$ cat src/rtl/nes_fetch_ctrl.sv
// Instruction-fetch sequencer for the NES 6502 core: owns the PC, issues byte
// reads, assembles 1-3 byte instructions and hands them to decode.
module nes_fetch_ctrl #(
    parameter int unsigned       ADDR_W    = 16,
    parameter logic [ADDR_W-1:0] BOOT_ADDR = 16'h0000
) (
    input  logic              clk,
    input  logic              rst,
    output logic              mem_rd_o,
    output logic [ADDR_W-1:0] mem_addr_o,
    input  logic [7:0]        mem_rdata_i,
    input  logic              mem_rvalid_i,
    output logic              instr_valid_o,
    input  logic              instr_ready_i,
    output logic [23:0]       instr_o,
    output logic [1:0]        instr_len_o,
    output logic [ADDR_W-1:0] instr_pc_o,
    output logic              illegal_o,
    input  logic              redirect_i,
    input  logic [ADDR_W-1:0] redirect_pc_i,
    output logic [ADDR_W-1:0] pc_o
);

    typedef enum logic [1:0] {
        FETCH_OPCODE      = 2'd0,
        FETCH_ABS_B0      = 2'd1,
        FETCH_ABS_B1      = 2'd2,
        FETCH_INSTR_READY = 2'd3
    } fetch_state_t;

    localparam logic [ADDR_W-1:0] PC_ONE  = {{(ADDR_W-1){1'b0}}, 1'b1};
    localparam logic [ADDR_W-1:0] PC_ZERO = {ADDR_W{1'b0}};

    // Returns {illegal, length} for an opcode using the documented NMOS 6502 set.
    function automatic logic [2:0] decode_len(input logic [7:0] op);
        logic [2:0] res;
        case (op)
            8'h00, 8'h08, 8'h0A, 8'h18, 8'h28, 8'h2A, 8'h38, 8'h40,
            8'h48, 8'h4A, 8'h58, 8'h60, 8'h68, 8'h6A, 8'h78, 8'h88,
            8'h8A, 8'h98, 8'h9A, 8'hA8, 8'hAA, 8'hB8, 8'hBA, 8'hC8,
            8'hCA, 8'hD8, 8'hE8, 8'hEA, 8'hF8:
                res = {1'b0, 2'd1};
            8'h01, 8'h05, 8'h09, 8'h11, 8'h15, 8'h21, 8'h25, 8'h29,
            8'h31, 8'h35, 8'h41, 8'h45, 8'h49, 8'h51, 8'h55, 8'h61,
            8'h65, 8'h69, 8'h71, 8'h75, 8'h81, 8'h85, 8'h91, 8'h95,
            8'hA1, 8'hA5, 8'hA9, 8'hB1, 8'hB5, 8'hC1, 8'hC5, 8'hC9,
            8'hD1, 8'hD5, 8'hE1, 8'hE5, 8'hE9, 8'hF1, 8'hF5,
            8'h06, 8'h16, 8'h26, 8'h36, 8'h46, 8'h56, 8'h66, 8'h76,
            8'h86, 8'h96, 8'hA2, 8'hA6, 8'hB6, 8'hC6, 8'hD6, 8'hE6,
            8'hF6, 8'h24, 8'h84, 8'h94, 8'hA0, 8'hA4, 8'hB4, 8'hC0,
            8'hC4, 8'hE0, 8'hE4,
            8'h10, 8'h30, 8'h50, 8'h70, 8'h90, 8'hB0, 8'hD0, 8'hF0:
                res = {1'b0, 2'd2};
            8'h0D, 8'h19, 8'h1D, 8'h2D, 8'h39, 8'h3D, 8'h4D, 8'h59,
            8'h5D, 8'h6D, 8'h79, 8'h7D, 8'h8D, 8'h99, 8'h9D, 8'hAD,
            8'hB9, 8'hBD, 8'hCD, 8'hD9, 8'hDD, 8'hED, 8'hF9, 8'hFD,
            8'h0E, 8'h1E, 8'h2E, 8'h3E, 8'h4E, 8'h5E, 8'h6E, 8'h7E,
            8'h8E, 8'hAE, 8'hBE, 8'hCE, 8'hDE, 8'hEE, 8'hFE,
            8'h20, 8'h2C, 8'h4C, 8'h6C, 8'h8C, 8'hAC, 8'hBC, 8'hCC,
            8'hEC:
                res = {1'b0, 2'd3};
            default:
                res = {1'b1, 2'd1};
        endcase
        return res;
    endfunction

    fetch_state_t      state_r, next_state_s;
    logic [ADDR_W-1:0] pc_r, next_pc_s, mem_addr_r, instr_pc_r;
    logic              pending_r, discard_r, mem_rd_r, instr_valid_r, illegal_r;
    logic [23:0]       instr_r;
    logic [1:0]        len_r;
    logic              rsp_s, capture_s, pending_after_s, issue_s, discard_next_s;
    logic [2:0]        dec_s;

    // Response bookkeeping: a stale (discarded) or redirect-coincident response
    // still retires the outstanding read but never lands in the instruction.
    always_comb begin
        dec_s           = decode_len(mem_rdata_i);
        rsp_s           = mem_rvalid_i & pending_r;
        capture_s       = rsp_s & ~discard_r & ~redirect_i & (state_r != FETCH_INSTR_READY);
        pending_after_s = pending_r & ~rsp_s;
        discard_next_s  = (discard_r & ~rsp_s) | (redirect_i & pending_r & ~mem_rvalid_i);
    end

    // Next-state and next-PC selection; redirect overrides everything.
    always_comb begin
        next_state_s = state_r;
        next_pc_s    = pc_r;
        case (state_r)
            FETCH_OPCODE: begin
                if (capture_s) begin
                    next_state_s = (dec_s[1:0] == 2'd1) ? FETCH_INSTR_READY : FETCH_ABS_B0;
                end else begin
                    next_state_s = FETCH_OPCODE;
                end
            end
            FETCH_ABS_B0: begin
                if (capture_s) begin
                    next_state_s = (len_r == 2'd2) ? FETCH_INSTR_READY : FETCH_ABS_B1;
                end else begin
                    next_state_s = FETCH_ABS_B0;
                end
            end
            FETCH_ABS_B1: begin
                if (capture_s) begin
                    next_state_s = FETCH_INSTR_READY;
                end else begin
                    next_state_s = FETCH_ABS_B1;
                end
            end
            FETCH_INSTR_READY: begin
                if (instr_ready_i) begin
                    next_state_s = FETCH_OPCODE;
                end else begin
                    next_state_s = FETCH_INSTR_READY;
                end
            end
            default: next_state_s = FETCH_OPCODE;
        endcase
        if (redirect_i) begin
            next_state_s = FETCH_OPCODE;
            next_pc_s    = redirect_pc_i;
        end else if (capture_s) begin
            next_pc_s = pc_r + PC_ONE;
        end else begin
            next_pc_s = pc_r;
        end
    end

    // The next read launches on the same edge that retires the previous one.
    always_comb begin
        issue_s = ~redirect_i & ~pending_after_s & (next_state_s != FETCH_INSTR_READY);
    end

    // Sequencer state and registered outputs.
    always_ff @(posedge clk) begin
        if (rst) begin
            state_r       <= FETCH_OPCODE;
            pc_r          <= BOOT_ADDR;
            pending_r     <= 1'b0;
            discard_r     <= 1'b0;
            mem_rd_r      <= 1'b0;
            mem_addr_r    <= PC_ZERO;
            instr_valid_r <= 1'b0;
            instr_r       <= 24'h000000;
            len_r         <= 2'd0;
            instr_pc_r    <= PC_ZERO;
            illegal_r     <= 1'b0;
        end else begin
            state_r       <= next_state_s;
            pc_r          <= next_pc_s;
            pending_r     <= pending_after_s | issue_s;
            discard_r     <= discard_next_s;
            mem_rd_r      <= issue_s;
            mem_addr_r    <= issue_s ? next_pc_s : PC_ZERO;
            instr_valid_r <= (next_state_s == FETCH_INSTR_READY);
            if (issue_s && (next_state_s == FETCH_OPCODE)) begin
                instr_pc_r <= next_pc_s;
            end
            if (capture_s) begin
                case (state_r)
                    FETCH_OPCODE: begin
                        instr_r   <= {16'h0000, mem_rdata_i};
                        len_r     <= dec_s[1:0];
                        illegal_r <= dec_s[2];
                    end
                    FETCH_ABS_B0: instr_r[15:8]  <= mem_rdata_i;
                    FETCH_ABS_B1: instr_r[23:16] <= mem_rdata_i;
                    default:      instr_r        <= instr_r;
                endcase
            end
        end
    end

    assign mem_rd_o      = mem_rd_r;
    assign mem_addr_o    = mem_addr_r;
    assign instr_valid_o = instr_valid_r;
    assign instr_o       = instr_r;
    assign instr_len_o   = len_r;
    assign instr_pc_o    = instr_pc_r;
    assign illegal_o     = illegal_r;
    assign pc_o          = pc_r;

endmodule

$ cat config.mk
export PLATFORM = sky130hd
export DESIGN_NAME = nes_fetch_ctrl
export DESIGN_NICKNAME = d
export VERILOG_FILES = /design/src/rtl/nes_fetch_ctrl.sv
export SDC_FILE = /design/constraint.sdc
export NUM_CORES = 1
export LEC_CHECK = 0
export BUFFER_PORTS_ARGS = -buffer_cell sky130_fd_sc_hd__buf_2
export CORE_UTILIZATION = 29
export CTS_BUF_LIST = sky130_fd_sc_hd__clkbuf_8 sky130_fd_sc_hd__clkbuf_16
export DETAILED_ROUTE_END_ITERATION = 8
export GPL_TIMING_DRIVEN = 0
export HOLD_SLACK_MARGIN = 0.1
export MAX_ROUTING_LAYER = met4
export PLACE_DENSITY = 0.59
export SLEW_MARGIN = 5
export SYNTH_ARGS = -nofsm -noshare
export SYNTH_HDL_FRONTEND = slang
export SYNTH_SLANG_ARGS = --single-unit
$ cat constraint.sdc
create_clock -name clk -period 5.82 [get_ports clk]
set_input_delay 1.746 -clock clk [delete_from_list [all_inputs] [get_ports clk]]
set_output_delay 1.746 -clock clk [all_outputs]
set_load 0.02 [all_outputs]
==> results.py <==
metrics = {
    "power_and_ir_drop": {
        "comb_power_share_pct": 14.0,
        "p_clk_share_pct": 43.3,
        "internal-power_mw": 1.02,
        "power.density_mw_per_mm2": 279,
        "p_seq_share_pct": 42.7,
        "switching_share_pct": 26.5,
        "p_leak_nw": 2.26,
        "power.total_mw": 1.39,
        "p_switching_mw": 0.368,
        "peakVddDrop_mv": 0.147,
    },
    "place": {
        "dp.cells": 735,
        "dp_hpwl_um": 8920,
        "gp_congestion": 0.870,
        "dpl_cell_area_mm2": 0.00467,
        "portBuffers": 103,
    },
    "worst_setup_path": {
        "critPathLaunch": "mem_rdata_i[1]",
        "critPathArrivalTime_ns": 4.22,
        "path_class": "in -> reg",
        "worstPathCellList": "buf_2 > buf_2 > inv_1 > ha_1 > nand2_1 > a221oi_1 > mux2_2 > o41a_1 > a31o_1 > buf_2 > a211oi_1",
        "crit_path_start_kind": "primary input",
        "cpMostUsedCell": "buf_2",
        "r2r_slack_ns": 3.30,
        "reg2reg_from": "pending_r",
        "worstReg2RegEnd": "instr_pc_o[7]",
        "slowest_stage": "o41a_1",
        "critPathCaptureType": "flip-flop",
        "cp.required_ns": 6.06,
        "rr_worst_depth": 7,
        "critPathBufInv": 4,
        "path_delay_family": "compound AO/OA/AOI/OAI gates",
        "cp_max_fo": 10,
        "cpPeakStageDelay_ns": 0.42,
        "cp-endpoint": "mem_addr_o[1]",
        "path_depth": 11,
    },
    "drt": {
        "postRouteAntennaNets": 0,
        "drc": 0,
        "drt-wirelength-per-cell_um": 15.7,
        "postRouteWirelength_um": 11800,
        "routed_via_density": 5.05,
        "drt-initial-drc-count": 295,
        "num_vias": 3798,
        "first_pass_iters": 4,
    },
    "global_routing": {
        "grt_first_pass_wirelength_um": 19100,
        "grtUsageTotal_pct": 17.8,
        "grt_pass1_vias": 3730,
        "antenna_found_initial": 1,
        "grt_max_degree": 15,
        "overflow": 0,
    },
    "die": {
        "dieHeight_um": 118,
        "start_util_pct": 29.7,
        "fp-row-count": 42,
        "die_width_um": 118,
        "die-area_mm2": 0.0140,
        "ios": 106,
        "core_mm2": 0.0132,
    },
    "synth": {
        "synth_edf_count": 0,
        "synth-async-reset-ratio_pct": 0,
        "ys_ff_latch": 81,
        "synth.distinct_cells": 61,
        "synth_nets": 490,
        "synth_fa_ha_area_share_pct": 1.59,
        "ys_warn_count": 0,
        "synth_simple_gate_area_share_pct": 24.3,
        "synth_cells": 456,
        "synth_top_family_by_area": "simple AND/OR/NAND/NOR gates",
        "synth_xor_area_share_pct": 2.45,
        "synth.avg_cell_area_um2": 8.62,
        "synth_mux_area_share_pct": 2.99,
        "ys.flop_type": "dfxtp_1",
        "ys_seq_area_share_pct": 41.3,
        "synth_compound_area_share_pct": 21.7,
        "netlist_area_mm2": 0.00393,
    },
    "cts": {
        "post_cts_buffers": 0,
        "clock_sinks": 81,
        "insertion_delay_ns": 0.33,
        "cts_made_buffers": 9,
        "cts_tree": "yes",
        "cts-htree-levels": 3,
        "clkTransAtPathRegs_ns": 0.06,
        "hold_buffers": 0,
        "cts_max_path_buffers": 2,
        "cts_resized": 0,
        "root_buffer": "clkbuf_16",
    },
    "sta": {
        "worstMarginPinSlew_ns": 0.772,
        "clock.fmax_ghz": 0.252,
        "skew_ns": 0.00654,
        "finalHoldViolCount": 0,
        "finalSetupViolations": 0,
        "max_slew_margin_pct": 48.5,
        "fin_tns_setup_ns": 0,
        "fin_crit_ns": 3.97,
        "maxSlewViolCount": 0,
        "finalCritPeriodShare_pct": 68.3,
        "rsz0062_at_grt": "false",
    },
    "layout": {
        "final_cell_mix": "116 x buf_2, 81 x dfxtp_1, 53 x nor2_1, 32 x a21oi_1",
        "stdcell_area_mm2": 0.00499,
        "layout_commonest_cell": "buf_2",
        "syn_to_final_growth_pct": 26.9,
        "drive_gt1_share_pct": 25.4,
        "final_util_pct": 37.7,
        "stdcell_count": 752,
        "nets": 604,
    },
    "run_status": {
        "status": "completed",
    },
    "job": {
        "cap_violations": 0,
    },
    "min_path": {
        "hold_class": "reg -> reg",
    },
}
through the flow:
step / hold WS [ns] / setup slack (ns)
floorplan: 0.476 / 2.02
global placement: 0.448 / 1.51
detailed placement: 0.449 / 1.52
CTS: 0.465 / 1.87
global route: 0.491 / 1.67
finish: 0.460 / 1.85
power groups by stage:
stage | Combinational [mW] | Sequential [mW] | Clock (mW)
after global placement | 0.192 | 0.605 | 0
after global routing | 0.211 | 0.597 | 0.641
after floorplan | 0.102 | 0.629 | 0
after detailed placement | 0.194 | 0.606 | 0
after CTS | 0.195 | 0.594 | 0.615
final | 0.195 | 0.594 | 0.602
registers in the layout, summed over array words and instances (netlist names):
name,cells
state_r,2
mem_rd_o,1
discard_r,1
instr_o,24
pc_o,16
instr_len_o,2
instr_pc_o,16
illegal_o,1
mem_addr_o,16
pending_r,1
instr_valid_o,1
how the worst min path moves through the flow:
| stage | depth (start not counted) | startpoint | end |
|---|---|---|---|
| floorplan | 1 | pending_r | discard_r |
| CTS | 2 | instr_o[6] | instr_o[6] |
| global placement | 2 | instr_o[6] | instr_o[6] |
| global route | 2 | instr_o[5] | instr_o[5] |
| detailed placement | 2 | instr_o[0] | instr_o[0] |
| finish | 2 | instr_o[6] | instr_o[6] |
logic make-up after synthesis:
group / after synthesis
buffers and inverters: 52
adder cells (fa/ha/maj): 5
XOR/XNOR: 11
AO/OA/AOI/OAI: 118
multiplexers: 11
AND/OR/NAND/NOR: 178
flip-flops: 81
final cells by class:
class                           instances  area [um^2]
Tap cell                              176          220
Buffer                                 43          193
Inverter                                9         33.8
Multi-Input combinational cell        323         2080
Antenna cell                            1         2.50
Sequential cell                        81         1620
Fill cell                            1401         8250
Timing Repair Buffer                  103          515
Clock buffer                            9          225
Clock inverter                          7         95.1
routing by layer:
layer	track usage (%)	wire [um]	vias up	part of all wire, %
li1	-	-	1869	-
met3	3.67	592	16	5.0
met1	23.1	5540	1801	47
met4	7.52	278	0	2.3
met2	26.7	5430	112	46
met5	-	0	-	0
synthesized netlist by cell type, types with 3 or more instances:
| cell | count | share of area (%) |
|---|---|---|
| nand3b_1 | 4 | 0.76 |
| mux2i_1 | 8 | 2.0 |
| nand2b_1 | 11 | 1.8 |
| o31a_1 | 3 | 0.67 |
| a211oi_1 | 21 | 4.0 |
| a21o_1 | 14 | 2.7 |
| nor4_1 | 8 | 1.3 |
| dfxtp_1 | 81 | 41 |
| clkbuf_1 | 26 | 2.5 |
| xor2_1 | 8 | 1.8 |
| o21ai_0 | 8 | 1.0 |
| ha_1 | 5 | 1.6 |
| nor2b_1 | 10 | 1.6 |
| buf_2 | 13 | 1.7 |
| nor2_1 | 53 | 5.1 |
| nand3_1 | 7 | 0.89 |
| a221oi_1 | 3 | 0.67 |
| o31ai_1 | 6 | 1.1 |
| xnor2_1 | 3 | 0.67 |
| a31oi_1 | 4 | 0.64 |
| and2_1 | 4 | 0.64 |
| and3_1 | 17 | 2.7 |
| nor3_1 | 7 | 0.89 |
| o211ai_1 | 4 | 0.76 |
| a21oi_1 | 32 | 4.1 |
| or3_1 | 3 | 0.48 |
| nor3b_1 | 14 | 2.7 |
| or2_2 | 3 | 0.48 |
| inv_1 | 9 | 0.86 |
| nand2_1 | 26 | 2.5 |
worst min-delay path, cell delays in order, from the launching register on:
cell and delay [ns]:
dfxtp_1 0.31, nand2_1 0.05, a21oi_1 0.05
Power figures use the tool's default switching activity.
